## src/rtl/rvj1_ifu_if.sv

```systemverilog
// Instruction-memory port of the rvj1 fetch unit, grouped so the IFU and a
// memory model or arbiter can be wired with a single connection.
//
// Handshake: a request transfers in any cycle where imem_req_o and imem_gnt_i
// are both high. While imem_req_o is high and imem_gnt_i is low, imem_req_o
// and imem_addr_o hold their values. imem_rvalid_i is a one-cycle strobe with
// no backpressure; responses return in request order, at least one cycle
// after their grant.
interface rvj1_ifu_if;
  logic        imem_req_o;
  logic [31:0] imem_addr_o;
  logic        imem_gnt_i;
  logic        imem_rvalid_i;
  logic [31:0] imem_rdata_i;

  modport master (
    output imem_req_o,
    output imem_addr_o,
    input  imem_gnt_i,
    input  imem_rvalid_i,
    input  imem_rdata_i
  );

  modport slave (
    input  imem_req_o,
    input  imem_addr_o,
    output imem_gnt_i,
    output imem_rvalid_i,
    output imem_rdata_i
  );
endinterface

```

## src/rtl/rvj1_ifu.sv

```systemverilog
// rvj1 instruction fetch unit: jump-started sequential fetch into a small
// prefetch FIFO, with jump flush that discards responses still in flight.
module rvj1_ifu #(
  parameter int DEPTH = 2
) (
  input  logic        clk_i,
  input  logic        rst_i,
  input  logic        jmp_addr_valid_i,
  input  logic [31:0] jmp_addr_i,
  input  logic        stall_i,
  rvj1_ifu_if.master  imem,
  output logic [31:0] instr_o,
  output logic        instr_valid_o,
  output logic        instr_issued_o,
  output logic        dbg_state_o
);

  localparam int CW = $clog2(DEPTH) + 2;

  typedef enum logic {
    IDLE = 1'b0,
    RUN  = 1'b1
  } state_t;

  state_t        state;
  logic [31:0]   fetch_pc;
  logic [CW-1:0] cnt;
  logic [CW-1:0] pend;
  logic [CW-1:0] disc;
  logic [31:0]   fifo_q [DEPTH];

  logic          run;
  logic          req;
  logic          gnt;
  logic          rsp;
  logic          rsp_drop;
  logic          push;
  logic          pop;
  logic [CW-1:0] wr_idx;

  assign run      = (state == RUN);
  // Everything granted but not yet retired (kept, dropped or buffered) counts
  // against the FIFO, so a response always has a free slot when it lands.
  assign req      = run & ~jmp_addr_valid_i & ((cnt + pend + disc) < CW'(DEPTH));
  assign gnt      = req & imem.imem_gnt_i;
  assign rsp      = run & imem.imem_rvalid_i;
  assign rsp_drop = rsp & (disc != '0);
  assign push     = rsp & (disc == '0);

  assign instr_valid_o  = (cnt != '0);
  assign instr_issued_o = instr_valid_o & ~stall_i & ~jmp_addr_valid_i;
  assign pop            = instr_issued_o;
  assign instr_o        = fifo_q[0];
  assign dbg_state_o    = state;

  assign imem.imem_req_o  = req;
  assign imem.imem_addr_o = fetch_pc;

  // Head lives in entry 0; a simultaneous pop moves the write slot down by one.
  assign wr_idx = pop ? (cnt - CW'(1)) : cnt;

  always_ff @(posedge clk_i) begin
    if (rst_i) begin
      state    <= IDLE;
      fetch_pc <= '0;
      cnt      <= '0;
      pend     <= '0;
      disc     <= '0;
      for (int i = 0; i < DEPTH; i++) fifo_q[i] <= '0;
    end else begin
      if (jmp_addr_valid_i) state <= RUN;

      if (jmp_addr_valid_i)  fetch_pc <= {jmp_addr_i[31:2], 2'b00};
      else if (gnt)          fetch_pc <= fetch_pc + 32'd4;

      if (jmp_addr_valid_i) begin
        // Wanted requests become unwanted; a response this cycle retires one.
        cnt  <= '0;
        pend <= '0;
        disc <= disc + pend - CW'(rsp);
      end else begin
        cnt  <= cnt + CW'(push) - CW'(pop);
        pend <= pend + CW'(gnt) - CW'(push);
        disc <= disc - CW'(rsp_drop);
        for (int i = 0; i < DEPTH - 1; i++) begin
          if (push && (CW'(i) == wr_idx)) fifo_q[i] <= imem.imem_rdata_i;
          else if (pop)                   fifo_q[i] <= fifo_q[i+1];
        end
        if (push && (CW'(DEPTH - 1) == wr_idx)) fifo_q[DEPTH-1] <= imem.imem_rdata_i;
      end
    end
  end

endmodule
```

## src/flat_wrapper.sv

```systemverilog
// flat-port wrapper written by rule: the top's interface ports become plain ports
module rvj1_ifu_flat 
#(
  parameter int DEPTH = 2
)
  (clk_i, rst_i, jmp_addr_valid_i, jmp_addr_i, stall_i, instr_o, instr_valid_o, instr_issued_o, dbg_state_o, imem_imem_req_o, imem_imem_addr_o, imem_imem_gnt_i, imem_imem_rvalid_i, imem_imem_rdata_i);
  rvj1_ifu_if imem_i ();
  input  logic clk_i;
  input  logic rst_i;
  input  logic jmp_addr_valid_i;
  input  logic [31:0] jmp_addr_i;
  input  logic stall_i;
  output logic [31:0] instr_o;
  output logic instr_valid_o;
  output logic instr_issued_o;
  output logic dbg_state_o;
  output wire logic [$bits(imem_i.imem_req_o)-1:0] imem_imem_req_o;
  output wire logic [$bits(imem_i.imem_addr_o)-1:0] imem_imem_addr_o;
  input wire logic [$bits(imem_i.imem_gnt_i)-1:0] imem_imem_gnt_i;
  input wire logic [$bits(imem_i.imem_rvalid_i)-1:0] imem_imem_rvalid_i;
  input wire logic [$bits(imem_i.imem_rdata_i)-1:0] imem_imem_rdata_i;
  assign imem_imem_req_o = imem_i.imem_req_o;
  assign imem_imem_addr_o = imem_i.imem_addr_o;
  assign imem_i.imem_gnt_i = imem_imem_gnt_i;
  assign imem_i.imem_rvalid_i = imem_imem_rvalid_i;
  assign imem_i.imem_rdata_i = imem_imem_rdata_i;
  rvj1_ifu #(.DEPTH(DEPTH)) u_core (.clk_i(clk_i), .rst_i(rst_i), .jmp_addr_valid_i(jmp_addr_valid_i), .jmp_addr_i(jmp_addr_i), .stall_i(stall_i), .imem(imem_i), .instr_o(instr_o), .instr_valid_o(instr_valid_o), .instr_issued_o(instr_issued_o), .dbg_state_o(dbg_state_o));
endmodule
```

## config.mk

```make
export PLATFORM = sky130hd
export DESIGN_NAME = rvj1_ifu_flat
export DESIGN_NICKNAME = d
export VERILOG_FILES = /design/src/rtl/rvj1_ifu_if.sv /design/src/rtl/rvj1_ifu.sv /design/src/flat_wrapper.sv
export SDC_FILE = /design/constraint.sdc
export NUM_CORES = 1
export LEC_CHECK = 0
export ABC_AREA = 1
export CAP_MARGIN = 20
export CORE_MARGIN = 2
export CORE_UTILIZATION = 52
export DETAILED_ROUTE_END_ITERATION = 8
export GPL_ROUTABILITY_DRIVEN = 0
export PLACE_DENSITY_LB_ADDON = 0.2
export SETUP_SLACK_MARGIN = 0.3
export SYNTH_ARGS = -nofsm -noshare
export SYNTH_HDL_FRONTEND = slang
export SYNTH_SLANG_ARGS = --single-unit
```

## constraint.sdc

```tcl
create_clock -name clk_i -period 5.18 [get_ports clk_i]
set_clock_uncertainty 0.05 [all_clocks]
set_input_delay 1.554 -clock clk_i [delete_from_list [all_inputs] [get_ports clk_i]]
set_output_delay 1.554 -clock clk_i [all_outputs]
set_load 0.1 [all_outputs]
```

==> results by group, run 1 <==
Run status
  • Status: finished clean

Floorplanning
  • # IOs: 138
  • CORE AREA: 0.0121 mm²
  • Rows: 40
  • DIE AREA: 0.0134 mm²
  • Effective utilization at floorplan: 53.7%
  • DIE HEIGHT: 116 µm
  • Die width: 116 µm

Yosys
  • Netlist cell types: 35
  • Synth top area share: 29.5%
  • Cells after Synth: 875
  • Number of synthesized flops with an enable pin: 64
  • Yosys warns: 0
  • Synthesized area per cell: 7.44 µm²
  • Mapped Area: 0.00651 mm²
  • Post-synth ARST share: 0%
  • Post-synth top cells: nand2_1 (283), nand3_1 (85), edfxtp_1 (64), inv_2 (63), nand2_2 (62)
  • FF+latch count, synth: 104
  • Synth area leader: edfxtp_1
  • Sequential area share after synthesis: 41.8%
  • Most frequent cell after synthesis: nand2_1
  • Top_reg_cell synth: edfxtp_1
  • Top cells by area, synth: edfxtp_1 (30%), nand2_1 (16%), dfxtp_1 (12%)

Clock network
  • CTS max path bufs: 2
  • Num CTS Buffers: 9
  • Root Driver: clkbuf_16
  • Post-CTS resize count: 0
  • Clock sinks: 104
  • Hold-fix buffers, CTS: 0
  • Reg clk slew, reported paths: 0.08 ns
  • Setup Buffers After CTS: 0
  • H-tree depth: 3
  • Clk Latency, worst-skew pair: 0.35 ns
  • CTS tree: yes

Global route
  • Gr usage total: 21.7%
  • Vias in the first global route: 5,085
  • First-pass GRT wire length: 23.3 mm
  • Largest net degree at the start of global routing: 65
  • Initial antenna violation count: 0
  • Total gr overflow: 0

Worst setup path
  • Crit Path Category: input pin to primary output
  • Worst Setup Start Kind: input pin
  • End of the worst register-to-register path: u_core.imem.imem_addr_o[27]$_SDFFE_PP0P_
  • CP arrival: 2.77 ns
  • Worst r2r src: u_core.pend[1]$_SDFF_PP0_
  • Crit path required time: 3.58 ns
  • Nature of the critical path endpoint: primary output
  • Reg2reg path depth: 7
  • Critical Path Fanout Max: 9
  • Setup slack, reg-to-reg: 1.94 ns

Routing
  • Detailed Route Iter0 Violations: 316
  • DRC viols: 0
  • WL per Instance: 12.4 µm
  • Drt first pass iters: 5
  • Vias post-DR: 5,479
  • Final WL: 14.1 mm
  • Antenna-violating nets left: 0
  • DR vias/cell: 4.84

Timing
  • Max Fclk: 228 MHz
  • Min Clock Period, post-route: 4.38 ns
  • Hold Fails Final Rpt: 0
  • Relative slew slack: 30.5%
  • Tightest Pin Transition: 1.04 ns
  • Final Setup Violations: 0
  • Final worst-path cycle share: 84.5%
  • Post-Route Setup TNS: 0 ns
  • RSZ-0062 raised after global routing: no
  • Slew Limit Fails: 0
  • Fin worst setup slack: 0.801 ns
  • Final Hold Slack: 0.463 ns

Power
  • Power Dens Cells: 265 mW/mm²
  • P_leak: 3.53 nW
  • Peak supply drop: 0.160 mV

Min path
  • WHS Endpoint: u_core.dbg_state_o$_SDFFE_PP0P_
  • Hold path depth: 2
  • Min-delay worst type: register to register
  • Hold_sp: u_core.dbg_state_o$_SDFFE_PP0P_

Final layout
  • Storage cell area: 0.00272 mm²
  • Syn-to-layout area delta: 23.3%
  • Final Net Count: 1,048
  • Layout cell share with drive strength beyond 1: 17.3%
  • Area of the multi-input gates: 0.00290 mm²
  • Antenna diodes: 0
  • Fillers: 1,053

Placed design
  • Port Buffers: 133
  • Pre-CTS setup slack: 0.795 ns
  • Placed wire-length estimate: 9.95 mm

Run
  • Max Cap Viol: 0
## critical path, stage by stage
cell and delay (ns):
clkdlybuf4s50_1 0.51, inv_8 0.12, nand2_1 0.07, nor2_1 0.11, and3_1 0.22, buf_12 0.18
## per-stage QoR
| stage | total power [mW] | cell area, µm² | cells | util, % |
|---|---|---|---|---|
| 6_report | 2.13 | 8030 | 1133 | 66.3 |
| 5_1_grt | 2.20 | 8030 | 1133 | 66.3 |
| 4_1_cts | 2.14 | 8030 | 1133 | 66.3 |
| 3_5_place_dp | 1.46 | 7720 | 1117 | 63.8 |
| 3_3_place_gp | 1.45 | 7720 | 1117 | 63.8 |
| 2_1_floorplan | 1.33 | 6560 | 876 | - |
## layout by cell type (no fill, tap or decap), types with 2 or more instances in the layout
| cell | count |
|---|---|
| a21oi_1 | 35 |
| buf_12 | 3 |
| buf_4 | 9 |
| clkbuf_16 | 9 |
| clkdlybuf4s50_1 | 131 |
| clkinvlp_4 | 2 |
| conb_1 | 2 |
| dfxtp_1 | 40 |
| edfxtp_1 | 64 |
| fa_1 | 4 |
| ha_1 | 13 |
| inv_1 | 51 |
| inv_2 | 63 |
| inv_6 | 2 |
| inv_8 | 4 |
| nand2_1 | 283 |
| nand2_2 | 62 |
| nand2_4 | 2 |
| nand3_1 | 85 |
| nand4_1 | 2 |
| nor2_1 | 54 |
| o211ai_1 | 2 |
| o21ai_0 | 12 |
| or2_2 | 2 |
| xnor2_1 | 5 |
| xor2_1 | 11 |
## registers in the layout (all words and copies together) (netlist names)
name,count
u_core.cnt,3
u_core.dbg_state_o,1
u_core.disc,3
u_core.fifo_q,64
u_core.imem.imem_addr_o,30
u_core.pend,3
## layout make-up
cell class	count	area share, %
flip-flops and latches	104	33.9
clock inverters	7	0.935
multi-input cells	585	36.1
inverters	117	5.64
repair buffers	143	17.9
clock buffers	9	2.81
well taps	168	2.62
## how the worst max path moves through the flow
| stage | from | to | slack, ns | depth (start not counted) |
|---|---|---|---|---|
| 2_1_floorplan | jmp_addr_valid_i | u_core.fifo_q[0][0]$_SDFFCE_PN0P_ | -0.04 | 10 |
| 3_3_place_gp | jmp_addr_valid_i | imem_imem_req_o | 0.80 | 6 |
| 3_5_place_dp | jmp_addr_valid_i | imem_imem_req_o | 0.79 | 6 |
| 4_1_cts | jmp_addr_valid_i | imem_imem_req_o | 0.79 | 6 |
| 5_1_grt | jmp_addr_valid_i | imem_imem_req_o | 0.70 | 6 |
| 6_report | jmp_addr_valid_i | imem_imem_req_o | 0.80 | 6 |
## where the power goes
part	internal, mW	switching [mW]
registers	0.919	0.0313
clock network	0.347	0.347
logic	0.144	0.343
total	1.41	0.721
## kinds of logic after synthesis
family                     after synthesis  share of synthesized area, %
and+or+nand+nor                        496                          33.5
DFF                                    104                          41.8
buffers and inverters                  187                          14.0
other                                    1                        0.0576
adders and majority gates               18                          3.92
AOI/OAI and AO/OA                       53                          4.52
xor gates and xnor gates                16                          2.15
## metal layers
layer | vias to the layer above | track usage [%] | wire [µm]
met4 | 0 | 6.75 | 224
met1 | 2455 | 28.4 | 6360
met3 | 18 | 2.98 | 759
met5 | - | 0 | 0
li1 | 2860 | - | -
met2 | 146 | 37.5 | 6720
No activity file was read; power rests on OpenSTA's default activity.
==> inputs of run 2 (changes only) <==
==> constraint.sdc (replaced) <==
create_clock -name clk_i -period 4.1 [get_ports clk_i]
set_clock_uncertainty 0.05 [all_clocks]
set_input_delay 1.23 -clock clk_i [delete_from_list [all_inputs] [get_ports clk_i]]
set_output_delay 1.23 -clock clk_i [all_outputs]
set_load 0.1 [all_outputs]
==> run 2 against run 1 <==
  * Routed wire length grew 3.5%
  * Utilization shrank 0.062 points
  * Flip-flop and latch count is the same
  * Highest routed layer unchanged
==> results by group, run 2 (synthesis gave the netlist of run 1 again) <==
Floorplanning
  • DIE HEIGHT: 116 µm
  • Die width: 116 µm
  • Effective utilization at floorplan: 53.7%
  • # IOs: 138
  • CORE AREA: 0.0121 mm²
  • Rows: 40
  • DIE AREA: 0.0134 mm²

Timing
  • RSZ-0062 raised after global routing: no
  • Min Clock Period, post-route: 3.48 ns
  • Final Setup Violations: 0
  • Hold Fails Final Rpt: 0
  • Max Fclk: 288 MHz
  • Final Hold Slack: 0.459 ns
  • Relative slew slack: 31.0%
  • Final worst-path cycle share: 84.8%
  • Fin worst setup slack: 0.625 ns
  • Slew Limit Fails: 0
  • Tightest Pin Transition: 1.03 ns

Final layout
  • Most frequent cells in the layout: nand2_1 (283), clkdlybuf4s50_1 (117), nand3_1 (85)
  • Max reg flops: 64
  • Final Util: 66.2%
  • Fillers: 1,055
  • Antenna diodes: 0
  • Most common cell after layout, fill and taps aside: nand2_1
  • Biggest register: u_core.fifo_q
  • Layout cell share with drive strength beyond 1: 18.8%
  • Final instance area: 0.00802 mm²
  • Final Net Count: 1,051
  • Non-Filler Instances: 1,136
  • Syn-to-layout area delta: 23.2%

Routing
  • DR vias/cell: 4.84
  • Drt first pass iters: 5
  • Detailed Route Iter0 Violations: 398
  • Final WL: 14.6 mm
  • WL per Instance: 12.8 µm
  • Antenna-violating nets left: 0
  • DRC viols: 0
  • Vias post-DR: 5,500

Placed design
  • Placed wire-length estimate: 10.1 mm
  • Pre-CTS setup slack: 0.282 ns
  • Placed Area: 0.00771 mm²
  • Port Buffers: 133
  • Post-placement cell count: 1,120

Power
  • Peak supply drop: 0.169 mV
  • Flop pwr share: 44.4%
  • Psw: 0.885 mW
  • Power Dens Cells: 338 mW/mm²
  • Gate power share: 22.8%
  • P_leak: 3.58 nW
  • Internal Pwr Total: 1.82 mW
  • Clock power share: 32.8%
  • Switch share: 32.7%

Global route
  • Total gr overflow: 0
  • Gr usage total: 22.8%
  • Vias in the first global route: 5,058
  • Largest net degree at the start of global routing: 65
  • Initial antenna violation count: 0
  • First-pass GRT wire length: 24.2 mm

Run
  • Max Cap Viol: 0

Clock network
  • CTS max path bufs: 2
  • Root Driver: clkbuf_16
  • Num CTS Buffers: 9
  • Reg clk slew, reported paths: 0.07 ns
  • H-tree depth: 3
  • Clock sinks: 104
  • Hold-fix buffers, CTS: 0
  • CTS tree: yes
  • Setup Buffers After CTS: 0
  • Clk Latency, worst-skew pair: 0.35 ns

Worst setup path
  • Setup slack, reg-to-reg: 1.41 ns
  • Nature of the critical path endpoint: primary output
  • Crit path required time: 2.82 ns
  • Crit Path Category: input pin to primary output
  • CP arrival: 2.20 ns
  • Worst Setup Start Kind: input pin
  • Critical Path Fanout Max: 4

Min path
  • Min-delay worst type: register to register

Run status
  • Status: finished clean
==> run 2: path summary, 6_finish.rpt <==
check,startpoint,to,cells after the start
worst max-delay path,stall_i,instr_issued_o,5
worst min-delay path,u_core.dbg_state_o$_SDFFE_PP0P_,u_core.dbg_state_o$_SDFFE_PP0P_,2
worst max register to register,u_core.cnt[1]$_SDFF_PP0_,u_core.fifo_q[0][22]$_SDFFCE_PN0P_,15
worst min register to register,u_core.dbg_state_o$_SDFFE_PP0P_,u_core.dbg_state_o$_SDFFE_PP0P_,2
==> run 2: through the flow <==
| step | total power, mW | setup TNS, ns |
|---|---|---|
| floorplan | 1.68 | -25.48 |
| global placement | 1.83 | 0 |
| detailed placement | 1.84 | 0 |
| CTS | 2.72 | 0 |
| global route | 2.80 | 0 |
| finish | 2.71 | 0 |
==> run 2: area by class of cell <==
cell class | instances | area (µm²) | share of cell area (%)
inverter | 117 | 453 | 5.65
sequential | 104 | 2720 | 34.0
multi-input combinational | 585 | 2900 | 36.2
timing repair buffer | 146 | 1430 | 17.9
clock buffer | 9 | 225 | 2.81
clock inverter | 7 | 75.1 | 0.936
tap | 168 | 210 | 2.62
==> run 2: worst max-delay path, cell delays in order <==
cell	delay, ns
clkdlybuf4s50_1	0.47
inv_2	0.05
nand3_4	0.12
clkinvlp_4	0.14
buf_12	0.18
==> run 2: what timing repair did <==
item                       CTS  global route
gates resized for setup      0             1
hold endpoints to repair     0             0
setup endpoints to repair    0             1
==> run 2: power groups by stage <==
| stage | Clock [mW] | Sequential [mW] | Combinational [mW] |
|---|---|---|---|
| finish | 0.889 | 1.20 | 0.617 |
| global route | 0.939 | 1.21 | 0.659 |
| CTS | 0.902 | 1.20 | 0.620 |
| detailed placement | 0 | 1.22 | 0.617 |
| global placement | 0 | 1.22 | 0.612 |
| floorplan | 0 | 1.33 | 0.355 |
==> run 2: routing by layer <==
| layer | up-vias | GRT usage [%] | share of wire (%) |
|---|---|---|---|
| met3 | 22 | 3.19 | 4.8 |
| met4 | 0 | 8.81 | 2.3 |
| li1 | 2864 | - | - |
| met5 | - | 0 | 0 |
| met1 | 2452 | 30.6 | 45 |
| met2 | 162 | 37.5 | 48 |
==> inputs of run 3 (changes only) <==
==> constraint.sdc (replaced) <==
create_clock -name clk_i -period 3.6 [get_ports clk_i]
set_clock_uncertainty 0.05 [all_clocks]
set_input_delay 1.08 -clock clk_i [delete_from_list [all_inputs] [get_ports clk_i]]
set_output_delay 1.08 -clock clk_i [all_outputs]
set_load 0.1 [all_outputs]
==> run 3 against run 2 <==
  * Register-to-register slack worse by 0.37 ns
  * Sequential share of layout area increased by 0.15 points
  * First-iteration DRC count decreased by 17%
  * Design area is 0.44% lower
  * Clock power grew 21%
  * Critical path type unchanged
==> results by group, run 3 (synthesis gave the netlist of run 1 again) <==
Worst setup path
  • CP delay by family, top: buffers and inverters
  • Critical path's slowest cell: clkdlybuf4s50_1
  • Setup slack, reg-to-reg: 1.04 ns
  • Critical-path cell list: clkdlybuf4s50_1 > inv_2 > nand3_4 > clkinvlp_4 > buf_12
  • End of the worst register-to-register path: u_core.pend[2]$_SDFF_PP0_
  • Reg2reg path depth: 14
  • Worst r2r src: u_core.pend[1]$_SDFF_PP0_
  • Nature of the critical path endpoint: primary output
  • Crit path buf inv count: 4
  • Critical Path Fanout Max: 4
  • Worst Setup Start Kind: input pin
  • Crit path required time: 2.47 ns
  • Crit Path Category: input pin to primary output
  • CP arrival: 2.05 ns
  • Slowest stage delay, CP: 0.47 ns

Floorplanning
  • DIE HEIGHT: 116 µm
  • Effective utilization at floorplan: 53.7%
  • CORE AREA: 0.0121 mm²
  • Die width: 116 µm
  • # IOs: 138
  • DIE AREA: 0.0134 mm²
  • Rows: 40

Routing
  • Wire length on met3: 626 µm
  • Wire length on met1: 6.56 mm
  • Detailed Route Iter0 Violations: 332
  • Drt first pass iters: 5
  • Final WL: 14.3 mm
  • Antenna-violating nets left: 0
  • DRC viols: 0
  • Vias post-DR: 5,463
  • Top layer reached by signal wires: met4
  • DR vias/cell: 4.79
  • WL per Instance: 12.6 µm
  • WL met2: 6.83 mm

Final layout
  • Most frequent cells in the layout: nand2_1 (282), nand3_1 (85), buf_4 (77)
  • Max reg flops: 64
  • Non-Filler Instances: 1,140
  • Syn-to-layout area delta: 22.7%
  • Antenna diodes: 0
  • Biggest register: u_core.fifo_q
  • Most common cell after layout, fill and taps aside: nand2_1
  • Fillers: 1,063
  • Final Net Count: 1,055
  • Layout cell share with drive strength beyond 1: 24.6%

Min path
  • Hold_sp: u_core.dbg_state_o$_SDFFE_PP0P_
  • WHS Endpoint: u_core.dbg_state_o$_SDFFE_PP0P_
  • Min-delay worst type: register to register
  • Hold path depth: 2

Placed design
  • Placed wire-length estimate: 10.3 mm
  • Post-placement cell count: 1,124
  • Port Buffers: 133

Global route
  • Vias in the first global route: 5,098
  • Gr usage total: 22.4%
  • Initial antenna violation count: 0
  • First-pass GRT wire length: 23.9 mm
  • Total gr overflow: 0
  • Largest net degree at the start of global routing: 55

Power
  • Total Power: 3.15 mW
  • Power Dens Cells: 394 mW/mm²
  • Peak supply drop: 0.220 mV
  • P_leak: 3.68 nW

Timing
  • Min Clock Period, post-route: 3.18 ns
  • Hold Fails Final Rpt: 0
  • Final Setup Violations: 0
  • RSZ-0062 raised after global routing: no
  • Final worst-path cycle share: 88.5%
  • Relative slew slack: 64.9%
  • Slew Limit Fails: 0
  • Max Fclk: 314 MHz
  • Tightest Pin Transition: 0.527 ns

Clock network
  • CTS tree: yes
  • Root Driver: clkbuf_16
  • CTS max path bufs: 2
  • H-tree depth: 3
  • Reg clk slew, reported paths: 0.07 ns
  • Hold-fix buffers, CTS: 0
  • Clk Latency, worst-skew pair: 0.35 ns
  • Clock sinks: 104
  • Num CTS Buffers: 9

Run status
  • Status: finished clean

Run
  • Max Cap Viol: 0
run 3: changes by cell type in the layout (fill, tap and decap cells not counted), sizes merged:
| cell | previous run | this run |
|---|---|---|
| bufinv | 1 | 2 |
| dlygate4sd2 | 0 | 1 |
| clkbuf | 9 | 10 |
| clkinv | 2 | 0 |
| clkdlybuf4s50 | 117 | 66 |
| buf | 28 | 83 |
| dlymetal6s2s | 1 | 0 |
run 3: area by class of cell:
cell class	instances	area [µm²]	area share (%)
multi-input combinational	585	2900	36.4
sequential	104	2720	34.1
timing repair buffer	150	1370	17.1
inverter	117	453	5.67
clock buffer	10	229	2.87
tap	168	210	2.63
clock inverter	6	96.3	1.21
run 3: worst reg2reg max path, delay by kind of cell, from the launching register on:
family        cells  cell delay (ns)
flops             1             0.36
fa+ha+maj         3             0.99
xor+xnor          2             0.36
buf+inv           3             0.18
simple gates      6             0.51
run 3: per-stage QoR:
step	cell area, µm²	utilization [%]	setup WS (ns)	TNS [ns]	hold slack, ns
finish	7980	65.9	0.415	0	0.457
global route	7980	65.9	0.351	0	0.492
floorplan	6570	-	-1.15	-36.68	0.457
detailed placement	7660	63.2	0.129	0	0.449
CTS	7980	65.9	0.407	0	0.462
global placement	7660	63.2	0.128	0	0.450
run 3: repair_timing:
| item | 4_1_cts | 5_1_grt |
|---|---|---|
| setup endpoints to repair | 2 | 0 |
| setup buffers | 0 | 0 |
| resized for setup | 1 | 0 |
run 3: worst max-delay path by stage:
stage	startpoint	end	slack (ns)	cells after the start
3_3_place_gp	jmp_addr_valid_i	u_core.fifo_q[0][17]$_SDFFCE_PN0P_	0.13	10
4_1_cts	stall_i	instr_issued_o	0.41	5
6_report	stall_i	instr_issued_o	0.42	5
2_1_floorplan	jmp_addr_valid_i	u_core.fifo_q[0][0]$_SDFFCE_PN0P_	-1.15	10
3_5_place_dp	jmp_addr_valid_i	u_core.fifo_q[0][17]$_SDFFCE_PN0P_	0.13	10
5_1_grt	u_core.pend[1]$_SDFF_PP0_	imem_imem_req_o	0.35	5
run 3: power breakdown:
group / switching [mW] / leakage [nW] / internal [mW] / total [mW]
combinational: 0.497 / 2.54 / 0.202 / 0.700
sequential: 0.0453 / 0.989 / 1.32 / 1.37
clock: 0.458 / 0.156 / 0.620 / 1.08
total: 1.00 / 3.68 / 2.14 / 3.15
run 3: routing by layer:
metal | GRT usage, % | vias up
met1 | 29.8 | 2440
met4 | 8.10 | 0
met2 | 37.6 | 139
li1 | - | 2865
met3 | 3.24 | 19
met5 | 0 | -
